`src/rtl/prefix_decoder.sv`:
```
// x86-style instruction prefix decoder: folds segment/REP/LOCK prefix bytes into
// an accumulator and presents each opcode together with its prefix set to decode.
module prefix_decoder (
    input  logic       clk,
    input  logic       reset,
    input  logic       flush,
    input  logic       byte_valid,
    input  logic [7:0] byte_in,
    output logic       byte_ready,
    output logic       opcode_valid,
    input  logic       opcode_ready,
    output logic [7:0] opcode,
    output logic       seg_override,
    output logic [1:0] seg_sel,
    output logic       rep,
    output logic       rep_z,
    output logic       lock,
    output logic [3:0] prefix_count
);

    localparam logic [1:0] ST_IDLE   = 2'd0;
    localparam logic [1:0] ST_PREFIX = 2'd1;
    localparam logic [1:0] ST_HOLD   = 2'd2;

    logic [1:0] state_q, state_d;

    logic       acc_seg_ov_q, acc_seg_ov_d;
    logic [1:0] acc_seg_sel_q, acc_seg_sel_d;
    logic       acc_rep_q, acc_rep_d;
    logic       acc_rep_z_q, acc_rep_z_d;
    logic       acc_lock_q, acc_lock_d;
    logic [3:0] acc_count_q, acc_count_d;

    logic       out_valid_q, out_valid_d;
    logic [7:0] out_opcode_q, out_opcode_d;
    logic       out_seg_ov_q, out_seg_ov_d;
    logic [1:0] out_seg_sel_q, out_seg_sel_d;
    logic       out_rep_q, out_rep_d;
    logic       out_rep_z_q, out_rep_z_d;
    logic       out_lock_q, out_lock_d;
    logic [3:0] out_count_q, out_count_d;

    logic is_prefix;
    logic pfx_seg;
    logic pfx_rep;
    logic pfx_lock;
    logic byte_xfer;
    logic retire;

    always_comb begin
        is_prefix = 1'b1;
        pfx_seg   = 1'b0;
        pfx_rep   = 1'b0;
        pfx_lock  = 1'b0;
        case (byte_in)
            8'h26, 8'h2E, 8'h36, 8'h3E: pfx_seg  = 1'b1;
            8'hF0:                      pfx_lock = 1'b1;
            8'hF2, 8'hF3:               pfx_rep  = 1'b1;
            default:                    is_prefix = 1'b0;
        endcase
    end

    assign byte_ready = !flush && (state_q != ST_HOLD || opcode_ready);
    assign byte_xfer  = byte_valid && byte_ready;
    assign retire     = (state_q == ST_HOLD) && opcode_ready;

    // Retire happens before the new byte is applied so a same-cycle opcode
    // overwrites the output register without a bubble.
    always_comb begin
        state_d       = state_q;
        acc_seg_ov_d  = acc_seg_ov_q;
        acc_seg_sel_d = acc_seg_sel_q;
        acc_rep_d     = acc_rep_q;
        acc_rep_z_d   = acc_rep_z_q;
        acc_lock_d    = acc_lock_q;
        acc_count_d   = acc_count_q;
        out_valid_d   = out_valid_q;
        out_opcode_d  = out_opcode_q;
        out_seg_ov_d  = out_seg_ov_q;
        out_seg_sel_d = out_seg_sel_q;
        out_rep_d     = out_rep_q;
        out_rep_z_d   = out_rep_z_q;
        out_lock_d    = out_lock_q;
        out_count_d   = out_count_q;

        if (flush || retire) begin
            state_d       = ST_IDLE;
            out_valid_d   = 1'b0;
            out_opcode_d  = 8'h00;
            out_seg_ov_d  = 1'b0;
            out_seg_sel_d = 2'b00;
            out_rep_d     = 1'b0;
            out_rep_z_d   = 1'b0;
            out_lock_d    = 1'b0;
            out_count_d   = 4'd0;
        end

        if (flush) begin
            acc_seg_ov_d  = 1'b0;
            acc_seg_sel_d = 2'b00;
            acc_rep_d     = 1'b0;
            acc_rep_z_d   = 1'b0;
            acc_lock_d    = 1'b0;
            acc_count_d   = 4'd0;
        end else if (byte_xfer) begin
            if (is_prefix) begin
                state_d = ST_PREFIX;
                if (pfx_seg) begin
                    acc_seg_ov_d  = 1'b1;
                    acc_seg_sel_d = byte_in[4:3];
                end
                if (pfx_rep) begin
                    acc_rep_d   = 1'b1;
                    acc_rep_z_d = byte_in[0];
                end
                if (pfx_lock) begin
                    acc_lock_d = 1'b1;
                end
                acc_count_d = (acc_count_q == 4'd15) ? 4'd15 : acc_count_q + 4'd1;
            end else begin
                state_d       = ST_HOLD;
                out_valid_d   = 1'b1;
                out_opcode_d  = byte_in;
                out_seg_ov_d  = acc_seg_ov_q;
                out_seg_sel_d = acc_seg_sel_q;
                out_rep_d     = acc_rep_q;
                out_rep_z_d   = acc_rep_z_q;
                out_lock_d    = acc_lock_q;
                out_count_d   = acc_count_q;
                acc_seg_ov_d  = 1'b0;
                acc_seg_sel_d = 2'b00;
                acc_rep_d     = 1'b0;
                acc_rep_z_d   = 1'b0;
                acc_lock_d    = 1'b0;
                acc_count_d   = 4'd0;
            end
        end
    end

    always_ff @(posedge clk or posedge reset) begin
        if (reset) begin
            state_q       <= ST_IDLE;
            acc_seg_ov_q  <= 1'b0;
            acc_seg_sel_q <= 2'b00;
            acc_rep_q     <= 1'b0;
            acc_rep_z_q   <= 1'b0;
            acc_lock_q    <= 1'b0;
            acc_count_q   <= 4'd0;
            out_valid_q   <= 1'b0;
            out_opcode_q  <= 8'h00;
            out_seg_ov_q  <= 1'b0;
            out_seg_sel_q <= 2'b00;
            out_rep_q     <= 1'b0;
            out_rep_z_q   <= 1'b0;
            out_lock_q    <= 1'b0;
            out_count_q   <= 4'd0;
        end else begin
            state_q       <= state_d;
            acc_seg_ov_q  <= acc_seg_ov_d;
            acc_seg_sel_q <= acc_seg_sel_d;
            acc_rep_q     <= acc_rep_d;
            acc_rep_z_q   <= acc_rep_z_d;
            acc_lock_q    <= acc_lock_d;
            acc_count_q   <= acc_count_d;
            out_valid_q   <= out_valid_d;
            out_opcode_q  <= out_opcode_d;
            out_seg_ov_q  <= out_seg_ov_d;
            out_seg_sel_q <= out_seg_sel_d;
            out_rep_q     <= out_rep_d;
            out_rep_z_q   <= out_rep_z_d;
            out_lock_q    <= out_lock_d;
            out_count_q   <= out_count_d;
        end
    end

    assign opcode_valid = out_valid_q;
    assign opcode       = out_opcode_q;
    assign seg_override = out_seg_ov_q;
    assign seg_sel      = out_seg_sel_q;
    assign rep          = out_rep_q;
    assign rep_z        = out_rep_z_q;
    assign lock         = out_lock_q;
    assign prefix_count = out_count_q;

endmodule

```
`config.mk`:
```
export PLATFORM = sky130hd
export DESIGN_NAME = prefix_decoder
export DESIGN_NICKNAME = d
export VERILOG_FILES = /design/src/rtl/prefix_decoder.sv
export SDC_FILE = /design/constraint.sdc
export NUM_CORES = 1
export LEC_CHECK = 0
export BUFFER_PORTS_ARGS = -buffer_cell sky130_fd_sc_hd__buf_2
export CELL_PAD_IN_SITES_DETAIL_PLACEMENT = 0
export CELL_PAD_IN_SITES_GLOBAL_PLACEMENT = 1
export CORE_MARGIN = 2
export CORE_UTILIZATION = 30
export CTS_BUF_LIST = sky130_fd_sc_hd__clkbuf_4 sky130_fd_sc_hd__clkbuf_8
export DETAILED_ROUTE_END_ITERATION = 16
export PLACE_DENSITY = 0.69
export SLEW_MARGIN = 15
export SYNTH_ARGS = -nofsm -noshare
export SYNTH_HDL_FRONTEND = slang
export SYNTH_SLANG_ARGS = --single-unit
```
`constraint.sdc`:
```
create_clock -name clk -period 1.4 [get_ports clk]
set_input_delay 0.14 -clock clk [delete_from_list [all_inputs] [get_ports clk]]
set_output_delay 0.14 -clock clk [all_outputs]
set_load 0.05 [all_outputs]
```
==> results of run 1 <==
sequential cells by signal, indices dropped and copies added (netlist names):
name and count:
acc_count_q 4, acc_lock_q 1, acc_rep_q 1, acc_rep_z_q 1, acc_seg_ov_q 1, acc_seg_sel_q 2, lock 1, opcode 8
opcode_valid 1, prefix_count 4, rep 1, rep_z 1, seg_override 1, seg_sel 2, state_q 2
kinds of logic (layout without fill, tap and decap cells):
logic type | count (synthesis) | count (layout) | share of synthesized area (%)
AND/OR/NAND/NOR | 45 | 45 | 16.2
AO/OA/AOI/OAI | 23 | 23 | 14.0
adder cells (fa/ha/maj) | 1 | 1 | 0.787
flip-flops | 31 | 31 | 48.8
buffers and inverters | 26 | 81 | 8.82
multiplexers | 18 | 18 | 11.3
repair_timing:
action / CTS / global route
gates resized for setup: 5 / 2
setup buffers: 2 / 0
endpoints found under the setup margin: 26 / 19
pin swaps: 4 / 2
hold buffers: 1 / 0
hold endpoints to repair: 31 / 0
stage by stage:
stage	total power, mW	worst slack (ns)	cells
3_3_place_gp	1.25	-0.0691	258
2_1_floorplan	1.15	0.0340	144
5_1_grt	2.25	-0.0679	269
4_1_cts	2.18	-0.0189	269
6_report	2.15	-0.0116	269
3_5_place_dp	1.25	-0.102	258
tightest hold or removal path: stages:
cell and delay (ns):
buf_2 0.12, inv_1 0.05, mux2i_1 0.05
worst paths after layout:
check	from	to	slack, ns	cells past startpoint
max	state_q[1]	acc_seg_sel_q[0]	-0.01	6
min	byte_in[3]	opcode[3]	0.12	3
max in group asynchronous	reset	acc_seg_ov_q	0.62	4
min reg2reg	opcode_valid	opcode_valid	0.47	2
min in group asynchronous	reset	opcode_valid	0.48	4
max reg2reg	state_q[1]	acc_seg_sel_q[0]	-0.01	6
cell usage in the layout, fill, tap and decap left out, types with 2 or more instances in the layout:
master and count:
buf_2 31, nor3_1 5, a21oi_1 2, dfrtp_1 31, mux2i_1 18, a21o_1 4
nand2b_1 2, buf_6 2, buf_12 3, a22o_1 4, inv_1 21, nand3_1 2
or2_1 2, a31o_1 2, nand2_1 22, clkbuf_8 6, buf_4 15
power by group:
part | leakage [nW] | switching, mW | internal (mW)
logic | 0.638 | 0.205 | 0.114
registers | 0.425 | 0.0108 | 0.918
clock network | 0.0612 | 0.327 | 0.575
total | 1.12 | 0.543 | 1.61
area by class of cell:
| class | instances | area [um2] |
|---|---|---|
| Timing Repair Buffer | 52 | 360 |
| Inverter | 21 | 78.8 |
| Multi-Input combinational cell | 87 | 691 |
| Clock inverter | 2 | 35.0 |
| Tap cell | 70 | 87.6 |
| Clock buffer | 6 | 82.6 |
| Fill cell | 527 | 3000 |
| Sequential cell | 31 | 776 |
routing by layer:
layer	GRT usage, %	vias up
met5	0	-
met4	2.73	0
met3	3.88	5
met2	19.5	29
met1	17.0	546
li1	-	597
==> results.ini, run 1 <==
[run_status]
outcome=finished, violations left
violations=setup timing

[timing]
finalSetupViolCount=2
max_freq_mhz=708
period_share_pct=101
max-slew-margin-rel_pct=72.9
clock_skew_ns=0.00581
drv_slew=0
setup-tns-final_ns=-0.0127
worst_pin_slew_ns=0.407
fin_crit_ns=1.41
whs_ns=0.116
rsz0062_at_grt=true
worst_slack_ns=-0.0116
hold_viol=0

[route]
drt_iter0_markers=62
vias_per_cell=4.38
firstDrtPassIters=4
wl_met3_um=165
wirelength_um=3430
post_drt_wl_per_cell_um=12.8
via_count=1177
dr_wl_met2_um=1600
drcViolationCount=0
wl_met1_um=1650
highest_layer=met4
ant_nets=0

[grt]
grt_pass1_vias=1223
grt_pass1_wl_um=5890
grt_max_degree=32
grt_use_total_pct=12.5
gr-total-overflow=0
antenna_found_initial=0

[setup_path]
slowest_stage=dfrtp_1
worstPathRequired_ns=1.57
crit_fanout=16
end_kind=register
critPathLaunchType=register
crit_chain=nor3b_2, buf_4, nor2_4, nand3_4, buf_12, a22o_1
path_class=reg2reg
path_buf_inv=2
cp_top_family=simple AND/OR/NAND/NOR gates
critPathMaxStageDelay_ns=0.38
cp.arrival_ns=1.58

[clock_tree]
path_clk_slew_ns=0.07
clock_path_buffers=2
clock_sinks=31
cts_buffers=5
cts_tree=built
cts-root-buf=clkbuf_8
insertion_delay_ns=0.28
cts-htree-levels=2

[synthesis]
synth_seq_cells=31
synth.top_cells.by_count=dfrtp_1, nand2_1, inv_1
synthesis.area_um2=1590
synth_cell_types=37
synth.net_count=158
synth_top_area_share_pct=48.8
synth_edf_count=0
yosys_warnings=0
synth_top_area_cell=dfrtp_1
syn_avg_cell_area_um2=11.0
synth_area_leaders=dfrtp_1, mux2i_1, nand2_1
async_flop_share_pct=100
ys_seq_area_share_pct=48.8
yosysMostFrequentCell=dfrtp_1
synthCells=144
ys.flop_type=dfrtp_1

[die]
die-area_um2=5900
ioPinCount=33
die_h_um=76.8
num_rows=26
core_um2=5110
die_w_um=76.8
floorplan.initialDensity_pct=31.1

[power]
p_per_area_nw_per_um2=1020
peakVddDrop_mv=0.332
leakage_nw=1.12

[final_layout]
post-route-cell-area_um2=2110
drive_above_1_share_pct=36.7
fin_util_pct=41.3
antennaDiodeCount=0
num-nets-final=212
area_delta_synth_final_pct=32.8

[placed_design]
placedInstanceArea_um2=1930
place_congestion=0.769
port_buffers=32
hpwl_um=2420

[min_path]
min_path_type=in2reg

[flow_run]
maxCapViolations=0

(Power assumes the default switching activity.)
==> run 2, diff against run 1 <==
--- a/config.mk
+++ b/config.mk
@@ -5,7 +5,7 @@
 export SDC_FILE = /design/constraint.sdc
 export NUM_CORES = 1
 export LEC_CHECK = 0
-export BUFFER_PORTS_ARGS = -buffer_cell sky130_fd_sc_hd__buf_2
+export BUFFER_PORTS_ARGS = -buffer_cell sky130_fd_sc_hd__buf_4
 export CELL_PAD_IN_SITES_DETAIL_PLACEMENT = 0
 export CELL_PAD_IN_SITES_GLOBAL_PLACEMENT = 1
 export CORE_MARGIN = 2
==> run 2 against run 1 <==
  * Hold slack worse by 0.0057 ns
  * Critical endpoint is now acc_rep_z_q
  * Maximum frequency is 1.4% higher
  * Flip-flop and latch count stayed put
  * Sequential share of layout area fell by 1.6 points
  * Critical path type unchanged
  * The run now ends clean
  * Clock-buffer cell count stayed put
  * Clock power decreased by 22%
  * Cell count is 0.74% higher
  * Via count is 3.0% higher
  * Global-route usage rose by 0.62 points
  * Critical path depth unchanged
==> results.ini, run 2 (synthesis results as in run 1) <==
[run_status]
outcome=finished clean  ; was finished, violations left

[grt]
grt_use_total_pct=13.1  ; was 12.5%
grt_pass1_vias=1291  ; was 1223
grt_max_degree=32  ; unchanged
gr-total-overflow=0  ; unchanged
grt_pass1_wl_um=6070  ; was 5890 um
antenna_found_initial=0  ; unchanged

[setup_path]
path_class=reg2reg  ; unchanged
crit_fanout=4  ; was 16
cp_common_cell=buf_4
end_kind=register  ; unchanged
critPathLaunchType=register  ; unchanged
cp.arrival_ns=1.57  ; was 1.58 ns
worstPathRequired_ns=1.58  ; was 1.57 ns
crit_chain=nor3b_2, buf_4, nor2_4, buf_4, a31o_1, a21o_1  ; was nor3b_2, buf_4, nor2_4, nand3_4, buf_12, a22o_1
cp_top_family=flip-flops  ; was simple AND/OR/NAND/NOR gates
critPathMaxStageDelay_ns=0.40  ; was 0.38 ns
path_buf_inv=2  ; unchanged
slowest_stage=dfrtp_1  ; unchanged

[clock_tree]
cts-htree-levels=2  ; unchanged
cts-root-buf=clkbuf_8  ; unchanged
path_clk_slew_ns=0.07  ; about the same
cts_tree=built  ; unchanged
insertion_delay_ns=0.28  ; about the same
clock_sinks=31  ; unchanged
clock_path_buffers=2  ; unchanged
cts_buffers=5  ; unchanged

[route]
via_count=1212  ; was 1177
drcViolationCount=0  ; unchanged
post_drt_wl_per_cell_um=12.8  ; about the same
vias_per_cell=4.47  ; was 4.38
drt_iter0_markers=38  ; was 62
wirelength_um=3480  ; was 3430 um
firstDrtPassIters=4  ; unchanged
ant_nets=0  ; unchanged

[placed_design]
port_buffers=32  ; unchanged
hpwl_um=2640  ; was 2420 um
place_congestion=0.794  ; was 0.769

[timing]
fin_crit_ns=1.39  ; was 1.41 ns
period_share_pct=99.4  ; was 101%
setup-tns-final_ns=0  ; was -0.0127 ns
drv_slew=0  ; unchanged
max_freq_mhz=719  ; was 708 MHz
finalSetupViolCount=0  ; was 2
clock_skew_ns=0.00374  ; was 0.00581 ns
worst_pin_slew_ns=0.392  ; was 0.407 ns
max-slew-margin-rel_pct=73.8  ; was 72.9%
rsz0062_at_grt=true  ; unchanged
hold_viol=0  ; unchanged

[power]
seqPwrFrac_pct=47.0  ; was 43.2%
leakage_nw=1.14  ; was 1.12 nW
cell_internal_pwr_mw=1.44  ; was 1.61 mW
power_frac_clock_pct=35.5  ; was 41.9%
power_frac_comb_pct=17.5  ; was 14.9%
p_per_area_nw_per_um2=898  ; was 1020 nW/um2
peakVddDrop_mv=0.519  ; was 0.332 mV
p_sw_uw=534  ; was 543 uW
p_sw_share_pct=27.0  ; was 25.2%

[final_layout]
largest_reg_flops=8  ; unchanged
drive_above_1_share_pct=38.8  ; was 36.7%
area_delta_synth_final_pct=38.7  ; was 32.8%
num-nets-final=215  ; was 212
fin_util_pct=43.2  ; was 41.3%
antennaDiodeCount=0  ; unchanged
nFillCells=500  ; was 527
layout_commonest_cell=buf_4
multi_input_area_um2=702  ; was 691 um2
most-common-layout-cells=buf_4, dfrtp_1, nand2_1, inv_1, mux2i_1  ; was dfrtp_1, buf_2, nand2_1, inv_1, mux2i_1
seqCellArea_um2=776  ; unchanged

[min_path]
min_path_type=in2reg  ; unchanged

[flow_run]
maxCapViolations=0  ; unchanged

[die]
ioPinCount=33  ; unchanged
num_rows=26  ; unchanged
floorplan.initialDensity_pct=31.1  ; unchanged
core_um2=5110  ; unchanged
die-area_um2=5900  ; unchanged
die_w_um=76.8  ; unchanged
die_h_um=76.8  ; unchanged

==> run 2: cell count changes in the layout (fill, tap and decap cells not counted) <==
cell,before,now
buf_2,31,0
buf_4,15,48
a211oi_1,1,0
buf_12,3,4
ha_2,0,1
bufinv_16,1,0
mux2i_1,18,17
ha_1,1,0
a211oi_2,1,2
mux2i_2,0,1
==> run 2: power groups by stage <==
stage               clock network (mW)  registers, mW  logic, mW
finish                           0.703          0.931      0.346
global route                     0.777          0.932      0.370
global placement                     0          0.946      0.331
CTS                              0.732          0.931      0.349
detailed placement                   0          0.948      0.335
floorplan                            0           1.02      0.131
==> run 2: path summary, 6_finish.rpt <==
path                                   start          endpoint  slack [ns]  cells after the start
worst max-delay path              state_q[0]       acc_rep_z_q       0.008                      6
worst min-delay path              byte_in[2]         opcode[2]        0.11                      3
worst max register to register    state_q[0]       acc_rep_z_q       0.008                      6
worst min register to register  opcode_valid      opcode_valid        0.48                      2
max in group asynchronous              reset  acc_seg_sel_q[0]        0.60                      4
min in group asynchronous              reset         opcode[4]        0.51                      4
==> run 2: layout make-up <==
class / count / share of cell area (%)
tap: 70 / 3.97
sequential: 31 / 35.2
clock inverter: 1 / 0.227
inverter: 21 / 3.58
timing repair buffer: 55 / 21.5
multi-input combinational: 87 / 31.8
clock buffer: 6 / 3.75
==> run 2: repair_timing <==
action                                 CTS  global route
pin swaps                                2             0
endpoints found under the hold margin   31             0
setup endpoints to repair               26            21
gates resized for setup                  5             4
buffers inserted                         4             1
hold buffers                             1             0
==> run 2: metal layers <==
metal  GRT usage (%)  routed length (um)  up-vias
li1                -                   -      598
met1            16.5                1570      583
met2            21.1                1700       26
met3            3.65                 162        5
met4            5.45                  47        0
met5               0                   0        -
==> run 2: worst register-to-register path: cells and delay by family, from the launching register on <==
| family | cells | cell delay [ns] |
|---|---|---|
| buffers and inverters | 2 | 0.31 |
| flip-flops | 1 | 0.40 |
| AO/OA/AOI/OAI | 2 | 0.37 |
| AND/OR/NAND/NOR | 2 | 0.21 |
==> run 2: per-stage QoR <==
step | std cells | cell area [um2] | hold WS, ns | power, mW | worst slack, ns
global route | 271 | 2200 | 0.106 | 2.08 | -0.0507
detailed placement | 258 | 2030 | 0.270 | 1.28 | -0.0941
floorplan | 144 | 1590 | 0.244 | 1.15 | 0.0340
global placement | 258 | 2030 | 0.245 | 1.28 | -0.0279
finish | 271 | 2200 | 0.110 | 1.98 | 0.00848
CTS | 270 | 2180 | 0.102 | 2.01 | -0.000610
